File: config.mk
export PLATFORM = sky130hd
export DESIGN_NAME = predictor_outcome_resolver_flat
export DESIGN_NICKNAME = d
export VERILOG_FILES = /design/src/rtl/pred_pkg.sv /design/src/rtl/predictor_outcome_resolver_if.sv /design/src/rtl/pred_fifo.sv /design/src/rtl/predictor_outcome_resolver.sv /design/src/flat_wrapper.sv
export SDC_FILE = /design/constraint.sdc
export NUM_CORES = 1
export LEC_CHECK = 0
export BUFFER_PORTS_ARGS = -buffer_cell sky130_fd_sc_hd__buf_2
export CAP_MARGIN = 20
export CELL_PAD_IN_SITES_DETAIL_PLACEMENT = 0
export CELL_PAD_IN_SITES_GLOBAL_PLACEMENT = 2
export CORE_ASPECT_RATIO = 0.6
export CORE_UTILIZATION = 30
export DETAILED_ROUTE_END_ITERATION = 12
export GPL_TIMING_DRIVEN = 0
export PLACE_DENSITY = 0.67
export SYNTH_ARGS = -nofsm -noshare
export SYNTH_HDL_FRONTEND = slang
export SYNTH_SLANG_ARGS = --single-unit
export TNS_END_PERCENT = 5
File: constraint.sdc
create_clock -name clock -period 3.4 [get_ports clock]
set_input_delay 0.34 -clock clock [delete_from_list [all_inputs] [get_ports clock]]
set_output_delay 0.34 -clock clock [all_outputs]
set_load 0.005 [all_outputs]
File: src/rtl/pred_pkg.sv
// Shared widths, condition codes and helpers for the branch-predictor return path.
package pred_pkg;

    localparam int unsigned ADDR_W  = 11;
    localparam int unsigned INSTR_W = 14;
    localparam int unsigned DATA_W  = 16;
    localparam int unsigned CNT_W   = 16;
    localparam int unsigned COND_W  = 2;

    localparam logic [COND_W-1:0] COND_ALWAYS = 2'b00;
    localparam logic [COND_W-1:0] COND_WZ     = 2'b01;
    localparam logic [COND_W-1:0] COND_CY     = 2'b10;
    localparam logic [COND_W-1:0] COND_NCY    = 2'b11;

    typedef enum logic {
        ST_RUN   = 1'b0,
        ST_FLUSH = 1'b1
    } state_e;

    // Only the fields the resolver needs are kept per in-flight prediction.
    typedef struct packed {
        logic              taken;
        logic [COND_W-1:0] cond;
        logic [ADDR_W-1:0] target;
        logic [ADDR_W-1:0] addr;
    } pred_entry_t;

    localparam int unsigned ENTRY_W = $bits(pred_entry_t);

    function automatic logic [COND_W-1:0] branch_cond(input logic [INSTR_W-1:0] instr);
        return instr[INSTR_W-1 -: COND_W];
    endfunction

    function automatic logic branch_taken(input logic [COND_W-1:0] cond,
                                          input logic [DATA_W-1:0] w,
                                          input logic              cy);
        logic t;
        case (cond)
            COND_ALWAYS: t = 1'b1;
            COND_WZ:     t = (w == '0);
            COND_CY:     t = cy;
            default:     t = ~cy;
        endcase
        return t;
    endfunction

    function automatic logic [CNT_W-1:0] sat_inc(input logic [CNT_W-1:0] v);
        return (v == '1) ? v : v + CNT_W'(1);
    endfunction

endpackage

File: src/rtl/predictor_outcome_resolver_if.sv
// Fetch/execute-facing bus of the prediction outcome resolver.
interface predictor_outcome_resolver_if;
    import pred_pkg::*;

    logic               pred_valid;
    logic               pred_ready;
    logic               pred_taken;
    logic [INSTR_W-1:0] pred_branch;
    logic [ADDR_W-1:0]  pred_branch_addr;
    logic               exec_done;
    logic [DATA_W-1:0]  W;
    logic               CY;
    logic               flush;
    logic [ADDR_W-1:0]  redirect_addr;
    logic               update_valid;
    logic [ADDR_W-1:0]  update_addr;
    logic               update_taken;
    logic [CNT_W-1:0]   mispredict_count;
    logic [CNT_W-1:0]   resolved_count;
    logic               underflow_err;

    modport master (
        output pred_valid, pred_taken, pred_branch, pred_branch_addr, exec_done, W, CY,
        input  pred_ready, flush, redirect_addr, update_valid, update_addr, update_taken,
               mispredict_count, resolved_count, underflow_err
    );

    modport slave (
        input  pred_valid, pred_taken, pred_branch, pred_branch_addr, exec_done, W, CY,
        output pred_ready, flush, redirect_addr, update_valid, update_addr, update_taken,
               mispredict_count, resolved_count, underflow_err
    );

endinterface

File: src/rtl/pred_fifo.sv
// Circular FIFO of in-flight predictions; clear wins over push/pop in the same cycle.
module pred_fifo #(
    parameter int unsigned DEPTH = 4,
    parameter int unsigned WIDTH = 8
) (
    input  logic             clock,
    input  logic             reset_n,
    input  logic             clear,
    input  logic             push,
    input  logic             pop,
    input  logic [WIDTH-1:0] wdata,
    output logic [WIDTH-1:0] rdata,
    output logic             full,
    output logic             empty
);

    localparam int unsigned PTR_W = (DEPTH > 1) ? $clog2(DEPTH) : 1;
    localparam int unsigned CNT_W = PTR_W + 1;

    logic [WIDTH-1:0] mem [DEPTH];
    logic [PTR_W-1:0] wr_ptr;
    logic [PTR_W-1:0] rd_ptr;
    logic [CNT_W-1:0] count;
    logic             do_push;
    logic             do_pop;

    assign full    = (count == CNT_W'(DEPTH));
    assign empty   = (count == '0);
    assign do_push = push & ~full & ~clear;
    assign do_pop  = pop & ~empty & ~clear;
    assign rdata   = mem[rd_ptr];

    always_ff @(posedge clock) begin
        if (!reset_n || clear) begin
            wr_ptr <= '0;
            rd_ptr <= '0;
            count  <= '0;
        end else begin
            if (do_push) wr_ptr <= wr_ptr + PTR_W'(1);
            if (do_pop)  rd_ptr <= rd_ptr + PTR_W'(1);
            case ({do_push, do_pop})
                2'b10:   count <= count + CNT_W'(1);
                2'b01:   count <= count - CNT_W'(1);
                default: count <= count;
            endcase
        end
    end

    // Storage carries no reset; occupancy alone defines validity.
    always_ff @(posedge clock) begin
        if (do_push) mem[wr_ptr] <= wdata;
    end

endmodule

File: src/rtl/predictor_outcome_resolver.sv
// Resolves queued branch predictions against execute results, drives flush/redirect and trains the predictor.
module predictor_outcome_resolver
    import pred_pkg::*;
#(
    parameter int unsigned DEPTH        = 4,
    parameter int unsigned FLUSH_CYCLES = 2
) (
    input logic                         clock,
    input logic                         reset_n,
    predictor_outcome_resolver_if.slave bus
);

    localparam int unsigned FC_W = 4;

    state_e            state_q, state_d;
    logic [FC_W-1:0]   fcnt_q, fcnt_d;
    logic              flush_q, flush_d;
    logic [ADDR_W-1:0] redirect_q, redirect_d;
    logic              uv_q, uv_d;
    logic [ADDR_W-1:0] ua_q, ua_d;
    logic              ut_q, ut_d;
    logic [CNT_W-1:0]  mc_q, mc_d;
    logic [CNT_W-1:0]  rc_q, rc_d;
    logic              uerr_q, uerr_d;

    logic              fifo_push, fifo_pop, fifo_clear;
    logic              fifo_full, fifo_empty;
    logic              ready;
    logic              actual;
    pred_entry_t       head;
    pred_entry_t       incoming;

    assign ready = (state_q == ST_RUN) & ~fifo_full;

    always_comb begin
        incoming        = '0;
        incoming.taken  = bus.pred_taken;
        incoming.cond   = branch_cond(bus.pred_branch);
        incoming.target = bus.pred_branch[ADDR_W-1:0];
        incoming.addr   = bus.pred_branch_addr;
    end

    pred_fifo #(
        .DEPTH (DEPTH),
        .WIDTH (ENTRY_W)
    ) u_fifo (
        .clock   (clock),
        .reset_n (reset_n),
        .clear   (fifo_clear),
        .push    (fifo_push),
        .pop     (fifo_pop),
        .wdata   (incoming),
        .rdata   (head),
        .full    (fifo_full),
        .empty   (fifo_empty)
    );

    assign actual = branch_taken(head.cond, bus.W, bus.CY);

    // Next-state, resolution and FIFO control.
    always_comb begin
        state_d    = state_q;
        fcnt_d     = fcnt_q;
        flush_d    = 1'b0;
        redirect_d = '0;
        uv_d       = 1'b0;
        ua_d       = '0;
        ut_d       = 1'b0;
        mc_d       = mc_q;
        rc_d       = rc_q;
        uerr_d     = uerr_q;
        fifo_push  = 1'b0;
        fifo_pop   = 1'b0;
        fifo_clear = 1'b0;
        case (state_q)
            ST_RUN: begin
                fifo_push = bus.pred_valid & ready;
                if (bus.exec_done) begin
                    if (fifo_empty) begin
                        uerr_d = 1'b1;
                    end else begin
                        uv_d = 1'b1;
                        ua_d = head.addr;
                        ut_d = actual;
                        rc_d = sat_inc(rc_q);
                        if (actual != head.taken) begin
                            // Wrong path: drop the whole queue, including this cycle's push.
                            flush_d    = 1'b1;
                            redirect_d = actual ? head.target : head.addr + ADDR_W'(1);
                            mc_d       = sat_inc(mc_q);
                            fifo_clear = 1'b1;
                            fifo_push  = 1'b0;
                            state_d    = ST_FLUSH;
                            fcnt_d     = FC_W'(FLUSH_CYCLES - 1);
                        end else begin
                            fifo_pop = 1'b1;
                        end
                    end
                end
            end
            ST_FLUSH: begin
                if (fcnt_q == '0) state_d = ST_RUN;
                else              fcnt_d  = fcnt_q - FC_W'(1);
            end
        endcase
    end

    always_ff @(posedge clock) begin
        if (!reset_n) begin
            state_q    <= ST_RUN;
            fcnt_q     <= '0;
            flush_q    <= 1'b0;
            redirect_q <= '0;
            uv_q       <= 1'b0;
            ua_q       <= '0;
            ut_q       <= 1'b0;
            mc_q       <= '0;
            rc_q       <= '0;
            uerr_q     <= 1'b0;
        end else begin
            state_q    <= state_d;
            fcnt_q     <= fcnt_d;
            flush_q    <= flush_d;
            redirect_q <= redirect_d;
            uv_q       <= uv_d;
            ua_q       <= ua_d;
            ut_q       <= ut_d;
            mc_q       <= mc_d;
            rc_q       <= rc_d;
            uerr_q     <= uerr_d;
        end
    end

    assign bus.pred_ready       = ready;
    assign bus.flush            = flush_q;
    assign bus.redirect_addr    = redirect_q;
    assign bus.update_valid     = uv_q;
    assign bus.update_addr      = ua_q;
    assign bus.update_taken     = ut_q;
    assign bus.mispredict_count = mc_q;
    assign bus.resolved_count   = rc_q;
    assign bus.underflow_err    = uerr_q;

endmodule

File: src/flat_wrapper.sv
// flat-port wrapper written by rule: the top's interface ports become plain ports
module predictor_outcome_resolver_flat import pred_pkg::*;
#(
    parameter int unsigned DEPTH        = 4,
    parameter int unsigned FLUSH_CYCLES = 2
)
  (clock, reset_n, bus_pred_valid, bus_pred_taken, bus_pred_branch, bus_pred_branch_addr, bus_exec_done, bus_W, bus_CY, bus_pred_ready, bus_flush, bus_redirect_addr, bus_update_valid, bus_update_addr, bus_update_taken, bus_mispredict_count, bus_resolved_count, bus_underflow_err);
  predictor_outcome_resolver_if bus_i ();
  input logic clock;
  input logic reset_n;
  input wire logic [$bits(bus_i.pred_valid)-1:0] bus_pred_valid;
  input wire logic [$bits(bus_i.pred_taken)-1:0] bus_pred_taken;
  input wire logic [$bits(bus_i.pred_branch)-1:0] bus_pred_branch;
  input wire logic [$bits(bus_i.pred_branch_addr)-1:0] bus_pred_branch_addr;
  input wire logic [$bits(bus_i.exec_done)-1:0] bus_exec_done;
  input wire logic [$bits(bus_i.W)-1:0] bus_W;
  input wire logic [$bits(bus_i.CY)-1:0] bus_CY;
  output wire logic [$bits(bus_i.pred_ready)-1:0] bus_pred_ready;
  output wire logic [$bits(bus_i.flush)-1:0] bus_flush;
  output wire logic [$bits(bus_i.redirect_addr)-1:0] bus_redirect_addr;
  output wire logic [$bits(bus_i.update_valid)-1:0] bus_update_valid;
  output wire logic [$bits(bus_i.update_addr)-1:0] bus_update_addr;
  output wire logic [$bits(bus_i.update_taken)-1:0] bus_update_taken;
  output wire logic [$bits(bus_i.mispredict_count)-1:0] bus_mispredict_count;
  output wire logic [$bits(bus_i.resolved_count)-1:0] bus_resolved_count;
  output wire logic [$bits(bus_i.underflow_err)-1:0] bus_underflow_err;
  assign bus_i.pred_valid = bus_pred_valid;
  assign bus_i.pred_taken = bus_pred_taken;
  assign bus_i.pred_branch = bus_pred_branch;
  assign bus_i.pred_branch_addr = bus_pred_branch_addr;
  assign bus_i.exec_done = bus_exec_done;
  assign bus_i.W = bus_W;
  assign bus_i.CY = bus_CY;
  assign bus_pred_ready = bus_i.pred_ready;
  assign bus_flush = bus_i.flush;
  assign bus_redirect_addr = bus_i.redirect_addr;
  assign bus_update_valid = bus_i.update_valid;
  assign bus_update_addr = bus_i.update_addr;
  assign bus_update_taken = bus_i.update_taken;
  assign bus_mispredict_count = bus_i.mispredict_count;
  assign bus_resolved_count = bus_i.resolved_count;
  assign bus_underflow_err = bus_i.underflow_err;
  predictor_outcome_resolver #(.DEPTH(DEPTH), .FLUSH_CYCLES(FLUSH_CYCLES)) u_core (.clock(clock), .reset_n(reset_n), .bus(bus_i));
endmodule
==> metrics.md, run 1 <==
| Metric | Value |
|---|---|
| Leakage power | 3.18 nW |
| Slew Limit Fails | 0 |
| Avg Cell Area, Syn | 13.2 sq um |
| Pwr Total | 6.36 mW |
| Fin. Hold Viols | 0 |
| Drt pass-1 iters | 4 |
| Worst-path fanout max | 8 |
| Layout cells sized above 1 | 26.9% |
| Final min period | 3180 ps |
| Final period util | 93.7% |
| Async SR Flop Fraction | 0% |
| Io pins | 106 |
| Inst Count DP | 961 |
| N_diodes | 0 |
| Endpoint type of the worst setup path | flop |
| Seq/Total Area, Yosys | 62.0% |
| Initial antenna violation count | 1 |
| Fmax | 0.314 GHz |
| Post-synth EDFFs | 100 |
| Setup TNS | 0 ps |
| Initial core utilization | 30.8% |
| Ranking of synthesized cells by area | edfxtp_1, dfxtp_1, mux4_2, nor2_1, xnor2_1 |
| Number of routed nets with antenna violations | 0 |
| Largest net degree at the start of global routing | 26 |
| Clk_skew | 8.92 ps |
| Die X | 202 um |
| Max Cap Viol | 0 |
| Post-synth top area share | 41.9% |
| DRC viols | 0 |
| Iteration-0 DRC Markers | 226 |
| First-pass GRT wire length | 26800 um |
| Crit start category | flop |
| FILL cells | 2286 |
| CTS H-Tree Depth | 4 |
| Status | finished clean |
| TritonCTS clock tree | built |
| Post-Syn Area | 7170 sq um |
| CORE AREA | 23200 sq um |
| Slew HR | 35.4% |
| Critical Path AT | 3490 ps |
| Routed WL per cell | 17.3 um |
| Clock slew at reported path FFs | 70 ps |
| CTS Buffer Depth | 2 |
| Rows | 43 |
| Maximum VDD drop | 0.000315 V |
| Syn_nets | 600 |
| Final WS setup | 215 ps |
| Worst Hold Class | in2reg |
| Cell variety after synth | 56 |
| Clock Sinks | 172 |
| Worst EP required | 3710 ps |
| Worst-Skew Late Latency | 430 ps |
| Pwr Density | 732 nW/um^2 |
| Final global-route overflow total | 0 |
| GP Congestion | 0.772 |
| Synth area leader | edfxtp_1 |
| Cells after synthesis | 542 |
| Most frequent cell after synthesis | edfxtp_1 |
| Area delta synth->final | 21.3% |
| Overall Global Routing Usage | 14.7% |
| RSZ-0062 raised after global routing | no |
| Yosys warnings | 0 |
| Detailed Route WL | 17300 um |
| Die H | 122 um |
| CTS buffer count | 17 |
| Buffers on Ports | 104 |
| Post-Place Setup Slack | -196 ps |
| FF+latch count, synth | 172 |
| Detailed Place HPWL | 12400 um |
| Worst-Margin Slew | 950 ps |
| DIE AREA | 24500 sq um |
| Vias post-DR | 4760 |
| Clk root buf | clkbuf_16 |
| Worst reg-to-reg setup slack | 220 ps |
| Nets | 726 |
| Post-route insts no fill | 996 |
| Vias in the first global route | 4752 |
| Routed vias/inst | 4.78 |
| Worst setup path class | reg2reg |
| Final setup vio count | 0 |
| Top cell types by occurrence after synthesis | edfxtp_1, dfxtp_1, nor2_1 |
| Dominant synthesized flop cell | edfxtp_1 |
[layer usage]
metal,global-route usage [%],up-vias,part of all wire [%]
met4,4.31,2,0.94
met2,21.3,98,43
met1,21.6,2364,52
met5,0,-,0.075
met3,3.69,16,3.8
li1,-,2280,-
[cells by family (layout without fill, tap and decap cells)]
family,count (synthesis),count (layout),synth area share [%]
adder cells (fa/ha/maj),11,11,2.03
buffers and inverters,39,178,2.93
flip-flops,172,172,62.0
AND/OR/NAND/NOR,194,194,14.0
AO/OA/AOI/OAI,59,59,5.59
multiplexers,35,35,9.41
XOR/XNOR,32,32,4.02
[registers in the layout, summed over array words and instances, names as in the netlist, named ones only]
register	count
u_core.bus.update_valid	1
u_core.bus.update_addr	11
u_core.bus.update_taken	1
u_core.u_fifo.rd_ptr	2
u_core.bus.flush	1
u_core.u_fifo.wr_ptr	2
u_core.fcnt_q	4
u_core.state_q	1
u_core.bus.redirect_addr	11
u_core.bus.underflow_err	1
u_core.u_fifo.count	3
u_core.bus.resolved_count	16
u_core.bus.mispredict_count	16
u_core.u_fifo.mem	100
[where the power goes]
part           total (mW)  leakage, nW  internal (mW)  switching [mW]
Combinational        1.84         1.41          0.718            1.12
Clock                1.87        0.269           1.03           0.837
Sequential           2.65         1.50           2.54           0.115
[through the flow]
stage / instance area [sq um] / utilization (%) / hold slack [ps]
floorplan: 7170 / - / 439
global placement: 8080 / 34.8 / 480
detailed placement: 8090 / 34.8 / 485
CTS: 8660 / 37.3 / 103
global route: 8690 / 37.4 / 101
finish: 8690 / 37.4 / 122
[worst max-delay path: stages (launching register included)]
cell and delay (ps):
dfxtp_1 330, buf_6 160, mux4_2 600, nor3b_4 200, o22a_2 270, xnor2_4 200
a21oi_1 160, inv_1 80, ha_1 170, inv_1 60, fa_1 370, xor2_1 150
nor2_1 120, xnor2_1 130, nor2_1 50
[layout by cell type (no fill, tap or decap), drive strengths merged, types with 2 or more instances in the layout]
cell	n
and2	7
xnor2	18
nor4	8
nor3b	3
or3b	2
nand2b	4
or2	3
a211oi	9
nor2	54
nand3	14
dfxtp	72
and3	18
nor3	9
nor2b	3
and4	7
clkinvlp	3
buf	114
clkinv	2
clkbuf	38
mux4	24
xor2	14
o21ai	7
nand2	38
or3	4
a31oi	6
o31ai	8
edfxtp	100
or4	8
mux2i	10
nand4	12
a21oi	18
ha	10
inv	21
[path summary, 6_finish.rpt]
kind / start / to / cells past startpoint
hold / removal: bus_pred_branch_addr[0] / u_core.u_fifo.mem[2][0] / 1
setup reg to reg: flop / u_core.u_fifo.count[2] / 14
setup / recovery: flop / u_core.u_fifo.count[2] / 14
hold reg to reg: u_core.bus.underflow_err / u_core.bus.underflow_err / 2
[final cells by class]
type / count / area (sq um) / area share (%)
sequential: 172 / 4440 / 51.1
clock buffer: 22 / 487 / 5.60
timing repair buffer: 107 / 543 / 6.25
multi-input combinational: 331 / 2540 / 29.2
inverter: 16 / 60.1 / 0.691
buffer: 23 / 150 / 1.73
clock inverter: 10 / 75.1 / 0.864
tap: 315 / 394 / 4.53
[what timing repair did]
action,in CTS,in global routing
hold buffers,0,0
gates resized for setup,2,1
pin swaps,0,2
setup buffers,0,3
setup endpoints to repair,102,49
(Power assumes the default switching activity.)
==> run 2, diff against run 1 <==
--- a/config.mk
+++ b/config.mk
@@ -5,6 +5,7 @@
 export SDC_FILE = /design/constraint.sdc
 export NUM_CORES = 1
 export LEC_CHECK = 0
+export ABC_AREA = 1
 export BUFFER_PORTS_ARGS = -buffer_cell sky130_fd_sc_hd__buf_2
 export CAP_MARGIN = 20
 export CELL_PAD_IN_SITES_DETAIL_PLACEMENT = 0
@@ -13,7 +14,9 @@
 export CORE_UTILIZATION = 30
 export DETAILED_ROUTE_END_ITERATION = 12
 export GPL_TIMING_DRIVEN = 0
-export PLACE_DENSITY = 0.67
+export PLACE_DENSITY = 0.71
+export SKIP_CTS_REPAIR_TIMING = 1
+export SKIP_LAST_GASP = 1
 export SYNTH_ARGS = -nofsm -noshare
 export SYNTH_HDL_FRONTEND = slang
 export SYNTH_SLANG_ARGS = --single-unit
==> metrics.md, run 2 <==
| Metric | Value |
|---|---|
| Status | finished clean |
| Die H | 124 um |
| Cells after synthesis | 751 |
| Leakage power | 3.54 nW |
| Hold_ws | 124 ps |
| CORE AREA | 24200 sq um |
| Detailed Place HPWL | 13500 um |
| Vias post-DR | 5468 |
| Maximum VDD drop | 0.000379 V |
| Setup TNS | 0 ps |
| Worst setup path class | reg2reg |
| Max Cap Viol | 0 |
| DP Area | 8440 sq um |
| CTS H-Tree Depth | 4 |
| Detailed Route WL | 19000 um |
| First-pass GRT wire length | 29000 um |
| Final period util | 86.9% |
| Top cell types by occurrence after synthesis | nand2_1, nor2_1, edfxtp_1 |
| Vias in the first global route | 4986 |
| Initial core utilization | 30.6% |
| Iteration-0 DRC Markers | 283 |
| Final Cell Area | 9010 sq um |
| TritonCTS clock tree | built |
| Post-Place Setup Slack | 434 ps |
| Number of routed nets with antenna violations | 0 |
| Dominant synthesized flop cell | edfxtp_1 |
| Worst-Skew Late Latency | 430 ps |
| Worst-path fanout max | 10 |
| Routed vias/inst | 4.51 |
| Final setup vio count | 0 |
| Clk_skew | 9.28 ps |
| DRC viols | 0 |
| CTS buffer count | 17 |
| Endpoint type of the worst setup path | flop |
| Cell variety after synth | 43 |
| Critical Path AT | 3270 ps |
| Post-Syn Area | 7390 sq um |
| Clk root buf | clkbuf_16 |
| Layout cells sized above 1 | 21.6% |
| Post-synth EDFFs | 100 |
| Rows | 44 |
| CTS Buffer Depth | 2 |
| Commonest non-fill, non-tap cell in the layout | nand2_1 |
| Clock Sinks | 172 |
| Async SR Flop Fraction | 0% |
| Slew HR | 58.1% |
| Max reg flops | 100 |
| Io pins | 106 |
| Crit start category | flop |
| Final min period | 2960 ps |
| Worst Hold Class | in2reg |
| Final global-route overflow total | 0 |
| Most frequent cell after synthesis | nand2_1 |
| Final WS setup | 445 ps |
| Initial antenna violation count | 1 |
| GP Congestion | 0.774 |
| Buffers on Ports | 103 |
| Fmax | 0.338 GHz |
| Synth area leader | edfxtp_1 |
| Pwr Density | 676 nW/um^2 |
| Fin. Hold Viols | 0 |
| Largest net degree at the start of global routing | 25 |
| Area delta synth->final | 21.9% |
| Slew Limit Fails | 0 |
| Syn_nets | 809 |
| Inst Count DP | 1180 |
| HP Start | bus_pred_branch[0] |
| Register with the most flip-flops | u_core.u_fifo.mem |
| Nets | 935 |
| Routed WL per cell | 15.6 um |
| Worst-Margin Slew | 629 ps |
| Pwr Total | 6.09 mW |
| FF+latch count, synth | 172 |
| Avg Cell Area, Syn | 9.84 sq um |
| Drt pass-1 iters | 7 |
| Die X | 205 um |
| Post-synth top area share | 40.6% |
| Post-route insts no fill | 1213 |
| Yosys warnings | 0 |
| RSZ-0062 raised after global routing | no |
| Worst EP required | 3710 ps |
| Ranking of synthesized cells by area | edfxtp_1, dfxtp_1, nand2_1, nor2_1, a21oi_1 |
| DIE AREA | 25300 sq um |
| Final Core Density | 37.3% |
| Overall Global Routing Usage | 15.5% |
| Clock slew at reported path FFs | 70 ps |
| Most frequent cells in the layout | nand2_1, buf_2, edfxtp_1 |
| Seq/Total Area, Yosys | 60.1% |
## run 2: metal layers
metal / track usage (%) / vias to the layer above / routed length, um / part of all wire (%)
met5: 0 / - / 0 / 0
li1: - / 2792 / - / -
met1: 24.4 / 2552 / 10500 / 55
met2: 20.2 / 111 / 7400 / 39
met3: 3.48 / 13 / 876 / 4.6
met4: 4.76 / 0 / 212 / 1.1
## run 2: final timing paths
check / to / slack, ps / cells after the start
worst max-delay path: u_core.u_fifo.count[2] / 440 / 16
worst min-delay path: u_core.u_fifo.mem[1][11] / 120 / 1
worst max register to register: u_core.u_fifo.count[2] / 440 / 16
worst min register to register: u_core.bus.resolved_count[4] / 460 / 2
## run 2: logic make-up after synthesis
logic type | synth area share (%)
DFF | 60.1
adders and majority gates | 1.96
and+or+nand+nor | 21.4
buffers and inverters | 5.06
AOI/OAI and AO/OA | 8.38
xor gates and xnor gates | 3.08
## run 2: final cells by class
class | instances | area (sq um)
fillers | 2440 | 15200
flip-flops and latches | 172 | 4440
multi-input cells | 499 | 2600
repair buffers | 107 | 611
clock buffers | 21 | 493
well taps | 322 | 403
inverters | 56 | 215
plain buffers | 24 | 159
clock inverters | 11 | 80.1
diodes | 1 | 2.50
## run 2: worst max-delay path, stage by stage, from the launching register on
cell and delay [ps]:
dfxtp_1 360, buf_6 160, nand2_1 70, nand3_2 80, nand2_1 90, nand3_1 210, nand3_4 190, nand2_4 150
nand3_1 170, nand2_2 280, ha_1 190, inv_1 60, fa_1 370, a21oi_1 140, o21ai_0 120, xor2_1 150
nor2_1 60
## run 2: where the power goes
part	internal (mW)	switching, mW
Sequential	2.48	0.0877
Combinational	0.530	1.10
Clock	1.05	0.845
Total	4.06	2.03
==> run 3, diff against run 2 <==
--- a/config.mk
+++ b/config.mk
@@ -12,6 +12,7 @@
 export CELL_PAD_IN_SITES_GLOBAL_PLACEMENT = 2
 export CORE_ASPECT_RATIO = 0.6
 export CORE_UTILIZATION = 30
+export CTS_BUF_LIST = sky130_fd_sc_hd__clkbuf_4 sky130_fd_sc_hd__clkbuf_8 sky130_fd_sc_hd__clkbuf_16
 export DETAILED_ROUTE_END_ITERATION = 12
 export GPL_TIMING_DRIVEN = 0
 export PLACE_DENSITY = 0.71
==> metrics.md, run 3 (synthesis results as in run 2) <==
| Metric | Value |
|---|---|
| Worst EP required | 3710 ps |
| Area delta synth->final | 22.0% |
| CTS buffer count | 17 |
| Final Core Density | 37.3% |
| Slowest stage delay, CP | 370 ps |
| Final setup vio count | 0 |
| TritonCTS clock tree | built |
| Layout cells sized above 1 | 21.7% |
| Routed WL per cell | 15.7 um |
| Largest net degree at the start of global routing | 25 |
| Clk_skew | 9.26 ps |
| Io pins | 106 |
| Drt pass-1 iters | 7 |
| Combinational Power Share | 26.7% |
| RSZ-0062 raised after global routing | no |
| Worst-path cell chain | buf_6 > nand2_1 > nand3_2 > nand2_1 > nand3_1 > nand3_4 > nand2_4 > nand3_1 > nand2_2 > ha_1 > inv_1 > fa_1 > a21oi_1 > o21ai_0 > xor2_1 > nor2_1 |
| Overall Global Routing Usage | 15.4% |
| CORE AREA | 24200 sq um |
| Worst-Skew Late Latency | 430 ps |
| Max reg flops | 100 |
| Number of routed nets with antenna violations | 0 |
| Detailed Route WL | 19000 um |
| Iteration-0 DRC Markers | 276 |
| Initial core utilization | 30.6% |
| Part of the power in registers | 42.1% |
| Most frequent cells in the layout | nand2_1, buf_2, edfxtp_1 |
| Clock slew at reported path FFs | 70 ps |
| Maximum VDD drop | 0.000378 V |
| Routed vias/inst | 4.53 |
| Final min period | 2960 ps |
| Die H | 124 um |
| Status | finished clean |
| DIE AREA | 25300 sq um |
| Worst setup path class | reg2reg |
| FILL cells | 2440 |
| Vias in the first global route | 4983 |
| Rows | 44 |
| Worst Hold Class | in2reg |
| Vias post-DR | 5490 |
| Fin. Hold Viols | 0 |
| Leakage power | 3.54 nW |
| P_int | 4.07 mW |
| Buffers on Ports | 103 |
| Register with the most flip-flops | u_core.u_fifo.mem |
| Nets | 935 |
| Die X | 205 um |
| P_sw | 2.03 mW |
| Slew Limit Fails | 0 |
| Net Sw Frac | 33.3% |
| Worst-Margin Slew | 633 ps |
| Clk root buf | clkbuf_16 |
| Slew HR | 57.8% |
| DRC viols | 0 |
| GP Congestion | 0.774 |
| Crit start category | flop |
| Final Cell Area | 9010 sq um |
| DP Area | 8440 sq um |
| Final period util | 86.9% |
| Critical path's slowest cell | fa_1 |
| First-pass GRT wire length | 29000 um |
| Fmax | 0.338 GHz |
| CTS H-Tree Depth | 4 |
| Pwr Density | 677 nW/um^2 |
| Initial antenna violation count | 1 |
| Clock share of power | 31.2% |
| Endpoint type of the worst setup path | flop |
| CTS Buffer Depth | 2 |
| Worst-path fanout max | 10 |
| Critical Path AT | 3270 ps |
| Clock Sinks | 172 |
| Detailed Place HPWL | 13500 um |
| Max Cap Viol | 0 |
| Commonest non-fill, non-tap cell in the layout | nand2_1 |
| Final global-route overflow total | 0 |
## run 3: cell counts in the layout (fill, tap and decap cells not counted)
Identical to the previous run, type by type.
## run 3: final cells by class
class                   instances  area (sq um)  share of cell area [%]
multi-input cells             499          2600                    28.9
well taps                     322           403                    4.47
clock inverters                11          80.1                   0.888
diodes                          1          2.50                  0.0278
inverters                      56           215                    2.39
plain buffers                  24           159                    1.76
flip-flops and latches        172          4440                    49.3
repair buffers                107           611                    6.77
clock buffers                  21           497                    5.51
## run 3: critical path: cells and delay by family (launching register included)
family	cells	cell delay (ps)
xor gates and xnor gates	1	150
buffers and inverters	2	220
and+or+nand+nor	9	1300
adders and majority gates	2	560
DFF	1	360
AOI/OAI and AO/OA	2	260
## run 3: path summary, 6_finish.rpt
check                                                  start                           end  slack (ps)  depth (start not counted)
worst min-delay path                      bus_pred_branch[0]      u_core.u_fifo.mem[1][11]         130                          1
worst min register to register  u_core.bus.resolved_count[4]  u_core.bus.resolved_count[4]         460                          2
worst max register to register                          flop        u_core.u_fifo.count[2]         440                         16
worst max-delay path                                    flop        u_core.u_fifo.count[2]         440                         16
## run 3: per-stage QoR
step / TNS [ps] / power, mW / instances / setup slack [ps] / hold WS (ps)
floorplan: 0 / 3.67 / 751 / 596 / 439
global placement: -83070 / 4.21 / 1176 / -865 / 454
detailed placement: 0 / 4.26 / 1180 / 434 / 453
CTS: 0 / 6.18 / 1212 / 426 / 106
global route: 0 / 6.47 / 1213 / 175 / 101
finish: 0 / 6.10 / 1213 / 445 / 125
## run 3: power groups by stage
stage                     Combinational [mW]  Clock [mW]  Sequential (mW)
after floorplan                         1.06           0             2.61
after global placement                  1.57           0             2.63
after detailed placement                1.65           0             2.62
after CTS                               1.66        1.95             2.57
after global routing                    1.83        2.04             2.59
final                                   1.63        1.90             2.57
## run 3: per-layer routing
metal / GRT usage [%] / vias to the layer above / share of wire, % / routed length (um)
met2: 20.2 / 121 / 39 / 7420
met3: 3.48 / 13 / 4.5 / 852
li1: - / 2793 / - / -
met4: 4.76 / 0 / 1.1 / 211
met1: 24.4 / 2563 / 55 / 10500
met5: 0 / - / 0 / 0
